File: src/rtl/alu_control_pipe.sv
// LEGv8 ALU control decoder between ID and EX, registered behind valid/ready.
// Define ALU_MUL_EN to build the multi-cycle MUL path (MUL_WAIT, busy, counter).
module alu_control_pipe #(
    parameter int TAG_W   = 5,
    parameter int MUL_LAT = 4,
    parameter int CNT_W   = 8
) (
    input  logic             clk,
    input  logic             rst_n,
    input  logic             in_valid,
    output logic             in_ready,
    input  logic [10:0]      instruction,
    input  logic [1:0]       ALUOp,
    input  logic [TAG_W-1:0] in_tag,
    output logic             out_valid,
    input  logic             out_ready,
    output logic [3:0]       ALUcontrol,
    output logic [TAG_W-1:0] out_tag,
    output logic             out_illegal,
    output logic             busy,
    output logic [CNT_W-1:0] illegal_cnt
);

    logic             r_valid;
    logic [3:0]       r_ctrl;
    logic [TAG_W-1:0] r_tag;
    logic             r_ill;
    logic [CNT_W-1:0] r_ill_cnt;

    logic             w_idle;
    logic             w_acc;
    logic [3:0]       w_ctrl;
    logic             w_illegal;
    logic             w_is_mul;
    logic             w_mul_done;
    logic [TAG_W-1:0] w_mul_tag;

    always_comb begin
        w_ctrl    = 4'b1111;
        w_illegal = 1'b1;
        w_is_mul  = 1'b0;
        unique case (ALUOp)
            2'b00: begin
                w_ctrl    = 4'b0010;
                w_illegal = 1'b0;
            end
            2'b01: begin
                w_ctrl    = 4'b0111;
                w_illegal = 1'b0;
            end
            2'b10: begin
                unique case (instruction)
                    11'b10001011000: begin w_ctrl = 4'b0010; w_illegal = 1'b0; end
                    11'b11001011000: begin w_ctrl = 4'b0110; w_illegal = 1'b0; end
                    11'b10001010000: begin w_ctrl = 4'b0000; w_illegal = 1'b0; end
                    11'b10101010000: begin w_ctrl = 4'b0001; w_illegal = 1'b0; end
                    11'b11010011011: begin w_ctrl = 4'b0011; w_illegal = 1'b0; end
                    11'b11010011010: begin w_ctrl = 4'b0100; w_illegal = 1'b0; end
`ifdef ALU_MUL_EN
                    11'b10011011000: begin
                        w_ctrl    = 4'b1000;
                        w_illegal = 1'b0;
                        w_is_mul  = 1'b1;
                    end
`endif
                    default: ;
                endcase
            end
            default: ;
        endcase
    end

`ifdef ALU_MUL_EN
    localparam logic IDLE     = 1'b0;
    localparam logic MUL_WAIT = 1'b1;

    logic             r_state;
    logic [3:0]       r_cnt;
    logic [TAG_W-1:0] r_mul_tag;

    assign w_idle     = (r_state == IDLE);
    assign w_mul_done = (r_state == MUL_WAIT) && (r_cnt == 4'd0);
    assign w_mul_tag  = r_mul_tag;
    assign busy       = (r_state == MUL_WAIT);

    always_ff @(posedge clk or negedge rst_n) begin
        if (!rst_n) begin
            r_state   <= IDLE;
            r_cnt     <= 4'd0;
            r_mul_tag <= '0;
        end else begin
            unique case (r_state)
                IDLE: begin
                    if (w_acc && w_is_mul) begin
                        r_state   <= MUL_WAIT;
                        r_cnt     <= 4'(MUL_LAT - 1);
                        r_mul_tag <= in_tag;
                    end
                end
                MUL_WAIT: begin
                    if (r_cnt == 4'd0) r_state <= IDLE;
                    else               r_cnt   <= r_cnt - 4'd1;
                end
                default: r_state <= IDLE;
            endcase
        end
    end
`else
    assign w_idle     = 1'b1;
    assign w_mul_done = 1'b0;
    assign w_mul_tag  = '0;
    assign busy       = 1'b0;
`endif

    assign in_ready = w_idle && (!r_valid || out_ready);
    assign w_acc    = in_valid && in_ready;

    // A MUL accept falls through to the consume branch, emptying the slot.
    always_ff @(posedge clk or negedge rst_n) begin
        if (!rst_n) begin
            r_valid <= 1'b0;
            r_ctrl  <= 4'b0000;
            r_tag   <= '0;
            r_ill   <= 1'b0;
        end else if (w_acc && !w_is_mul) begin
            r_valid <= 1'b1;
            r_ctrl  <= w_ctrl;
            r_tag   <= in_tag;
            r_ill   <= w_illegal;
        end else if (w_mul_done) begin
            r_valid <= 1'b1;
            r_ctrl  <= 4'b1000;
            r_tag   <= w_mul_tag;
            r_ill   <= 1'b0;
        end else if (r_valid && out_ready) begin
            r_valid <= 1'b0;
        end
    end

    always_ff @(posedge clk or negedge rst_n) begin
        if (!rst_n)
            r_ill_cnt <= '0;
        else if (w_acc && w_illegal && (r_ill_cnt != {CNT_W{1'b1}}))
            r_ill_cnt <= r_ill_cnt + 1'b1;
    end

    assign out_valid   = r_valid;
    assign ALUcontrol  = r_ctrl;
    assign out_tag     = r_tag;
    assign out_illegal = r_ill;
    assign illegal_cnt = r_ill_cnt;

endmodule
File: config.mk
export PLATFORM = sky130hd
export DESIGN_NAME = alu_control_pipe
export DESIGN_NICKNAME = d
export VERILOG_FILES = /design/src/rtl/alu_control_pipe.sv
export SDC_FILE = /design/constraint.sdc
export NUM_CORES = 1
export LEC_CHECK = 0
export ABC_AREA = 0
export CAP_MARGIN = 20
export CORE_MARGIN = 2
export CORE_UTILIZATION = 44
export DETAILED_ROUTE_END_ITERATION = 10
export PLACE_DENSITY = 0.85
export RECOVER_POWER = 50
export SETUP_SLACK_MARGIN = 0.2
export SYNTH_ARGS = -nofsm -noshare
export SYNTH_HDL_FRONTEND = slang
export SYNTH_SLANG_ARGS = --single-unit
export TNS_END_PERCENT = 10
File: constraint.sdc
create_clock -name clk -period 2.35 [get_ports clk]
set_input_delay 0.47 -clock clk [delete_from_list [all_inputs] [get_ports clk]]
set_output_delay 0.47 -clock clk [all_outputs]
set_load 0.02 [all_outputs]
==> impl_results.md <==
- Clk_lat worst skew: 310 ps
- Crit path DAT: 1710 ps
- Die ar.: 0.00267 mm^2
- Critical path type: in2out
- Setup TNS: 0 ps
- Total CTS buffers: 3
- TritonCTS clock tree: yes
- Fin nets: 165
- DRT Pass-1 Iters: 4
- RSZ-0062 raised after global routing: false
- Initial Util: 45.7%
- Gr usage total: 20.3%
- Critical-path top delay cell: clkdlybuf4s50_1
- Port Buffer Count: 41
- Synthesized flop and latch total: 19
- Synth Net Count: 115
- GRT overflow: 0
- Post-cts sizing count: 0
- GP Congestion: 0.859
- Most common cell after layout, fill and taps aside: clkdlybuf4s50_1
- Worst slew pin tran: 1010 ps
- Synth top area share: 47.5%
- Worst path required time: 1880 ps
- Async S/R FF share, synth: 100%
- WL/cell: 14.2 um
- Sink Count: 19
- Cell Pwr Density: 702 mW/mm^2
- Layout cell share with drive strength beyond 1: 15.6%
- Status: finished clean
- CP Max Fanout: 2
- Slew Limit Fails: 0
- Die height: 51.7 um
- CTS hold repair buffers: 0
- EDFF count, synth: 0
- Area leader, netlist: dfrtp_1
- Synth warn: 0
- Post-Syn Instances: 92
- First-pass GRT wire length: 4060 um
- DRT Wirelength: 2400 um
- Via count: 921
- Crit. Startpoint: out_ready
- Total of max-cap violations: 0
- Max Clk Rate: 459 MHz
- Sequential area share after synthesis: 47.5%
- Synth area leaders: dfrtp_1 48%, mux2_2 6.7%, xnor2_1 4.4%, nor2_1 3.0%, nand2_1 2.6%
- Worst slew margin: 32.6%
- Clock Tree Buf Depth: 2
- CP cell instances: dlygate4sd3_1 > nand2b_1 > clkdlybuf4s50_1
- Period utilization: 92.7%
- Final Critical Period: 2180 ps
- Reg2reg start: out_valid
- Nature of the critical path startpoint: input port
- Ant. Diodes: 0
- Initial drt markers: 28
- # setup viols final: 0
- Pleak: 0.614 nW
- Pin count of the biggest net entering global routing: 20
- CTS clk-pin slew, worst paths: 110 ps
- Final instance area: 0.00149 mm^2
- Post-DP HPWL: 1900 um
- Worst hold path type: reg2reg
- Cell Area, Synth: 0.00100 mm^2
- Critical Path End Type: output pin
- Min-delay src: ALUcontrol[0]
- Post-DRT Antenna Nets: 0
- Clk Tree Root Cell: clkbuf_4
- DP Area: 0.00148 mm^2
- Hold Fails Final Rpt: 0
- Initial antenna violation count: 0
- Critical Path Max Stage Delay: 600 ps
- Most frequent cells in the layout: 36 x clkdlybuf4s50_1, 19 x dfrtp_1, 8 x nor2_1
- Top Ports: 43
- Postcts setup bufs: 0
- DRC Markers: 0
- H-Tree Depth: 1
- Main flop type after synthesis: dfrtp_1
- Synth Area per Inst: 10.9 um^2
- # rows: 17
- Die Wd: 51.7 um
- Avg Vias per Cell: 5.45
- Vias in the first global route: 959
- Area delta synth->final: 48.9%
- Core ar.: 0.00219 mm^2
- Distinct cells, synth: 38
- Worst VDD drop: 690 uV
- Worst Skew: 6.47 ps
-- Yosys cell counts, types with 2 or more instances --
cell type / instances
a21o_1: 2
a21oi_1: 3
dfrtp_1: 19
mux2_2: 6
nand2_1: 7
nand2b_1: 2
nand3_1: 5
nand3b_1: 2
nand4_1: 2
nor2_1: 8
nor2b_1: 2
nor3_1: 2
o21ai_0: 2
o22ai_1: 2
xnor2_1: 5
-- stage by stage --
| step | utilization [%] | setup slack (ps) | hold WS, ps | power (W) | cells |
|---|---|---|---|---|---|
| 6_report | 68.0 | 172 | 500 | 0.00105 | 169 |
| 3_5_place_dp | 67.3 | 73.4 | 483 | 0.000892 | 165 |
| 3_3_place_gp | 67.3 | 107 | 459 | 0.000878 | 165 |
| 4_1_cts | 68.6 | 230 | 475 | 0.00106 | 169 |
| 2_1_floorplan | - | 513 | 174 | 0.000670 | 92 |
| 5_1_grt | 68.0 | 142 | 533 | 0.00112 | 169 |
-- power breakdown --
part	switching, W	leakage [nW]	total (W)	internal [W]
combinational	0.000186	0.369	0.000410	0.000224
sequential	0.0000720	0.226	0.000467	0.000395
clock	0.000106	0.0177	0.000169	0.0000636
total	0.000364	0.614	0.00105	0.000683
-- worst max-delay path, delay by kind of cell --
family                 cells  cell delay (ps)
buffers and inverters      2             1120
AND/OR/NAND/NOR            1              120
-- worst paths after layout --
| path | endpoint | slack [ps] | cells after the start |
|---|---|---|---|
| max in group asynchronous | illegal_cnt[1] | 910 | 2 |
| hold reg to reg | ALUcontrol[0] | 500 | 2 |
| setup / recovery | in_ready | 170 | 3 |
| min in group asynchronous | illegal_cnt[6] | 830 | 2 |
| hold / removal | ALUcontrol[0] | 500 | 2 |
| setup reg to reg | illegal_cnt[1] | 580 | 6 |
-- per-layer routing --
layer / part of all wire (%) / track usage (%) / up-vias
li1: - / - / 429
met1: 40 / 22.7 / 440
met2: 50 / 36.5 / 46
met3: 8.2 / 4.31 / 6
met4: 2.0 / 9.65 / 0
met5: 0 / 0 / -
-- cell families (layout without fill, tap and decap cells) --
family	count (synthesis)	in the layout	share of synthesized area, %
and+or+nand+nor	40	40	25.2
AOI/OAI and AO/OA	15	15	10.3
adders and majority gates	1	1	1.25
buffers and inverters	4	53	2.75
DFF	19	19	47.5
xor gates and xnor gates	5	5	4.37
other	1	1	0.375
muxes	7	7	8.25
-- final cells by class --
class	count	area, um^2
Clock buffer	3	22.5
Timing Repair Buffer	48	455
Clock inverter	1	5.00
Fill cell	164	701
Tap cell	28	35.0
Sequential cell	19	475
Inverter	1	3.75
Multi-Input combinational cell	69	493
-- registers in the layout, summed over array words and instances, names as in the netlist --
name         flops
ALUcontrol       4
illegal_cnt      8
out_illegal      1
out_tag          5
out_valid        1
(Power assumes the default switching activity.)
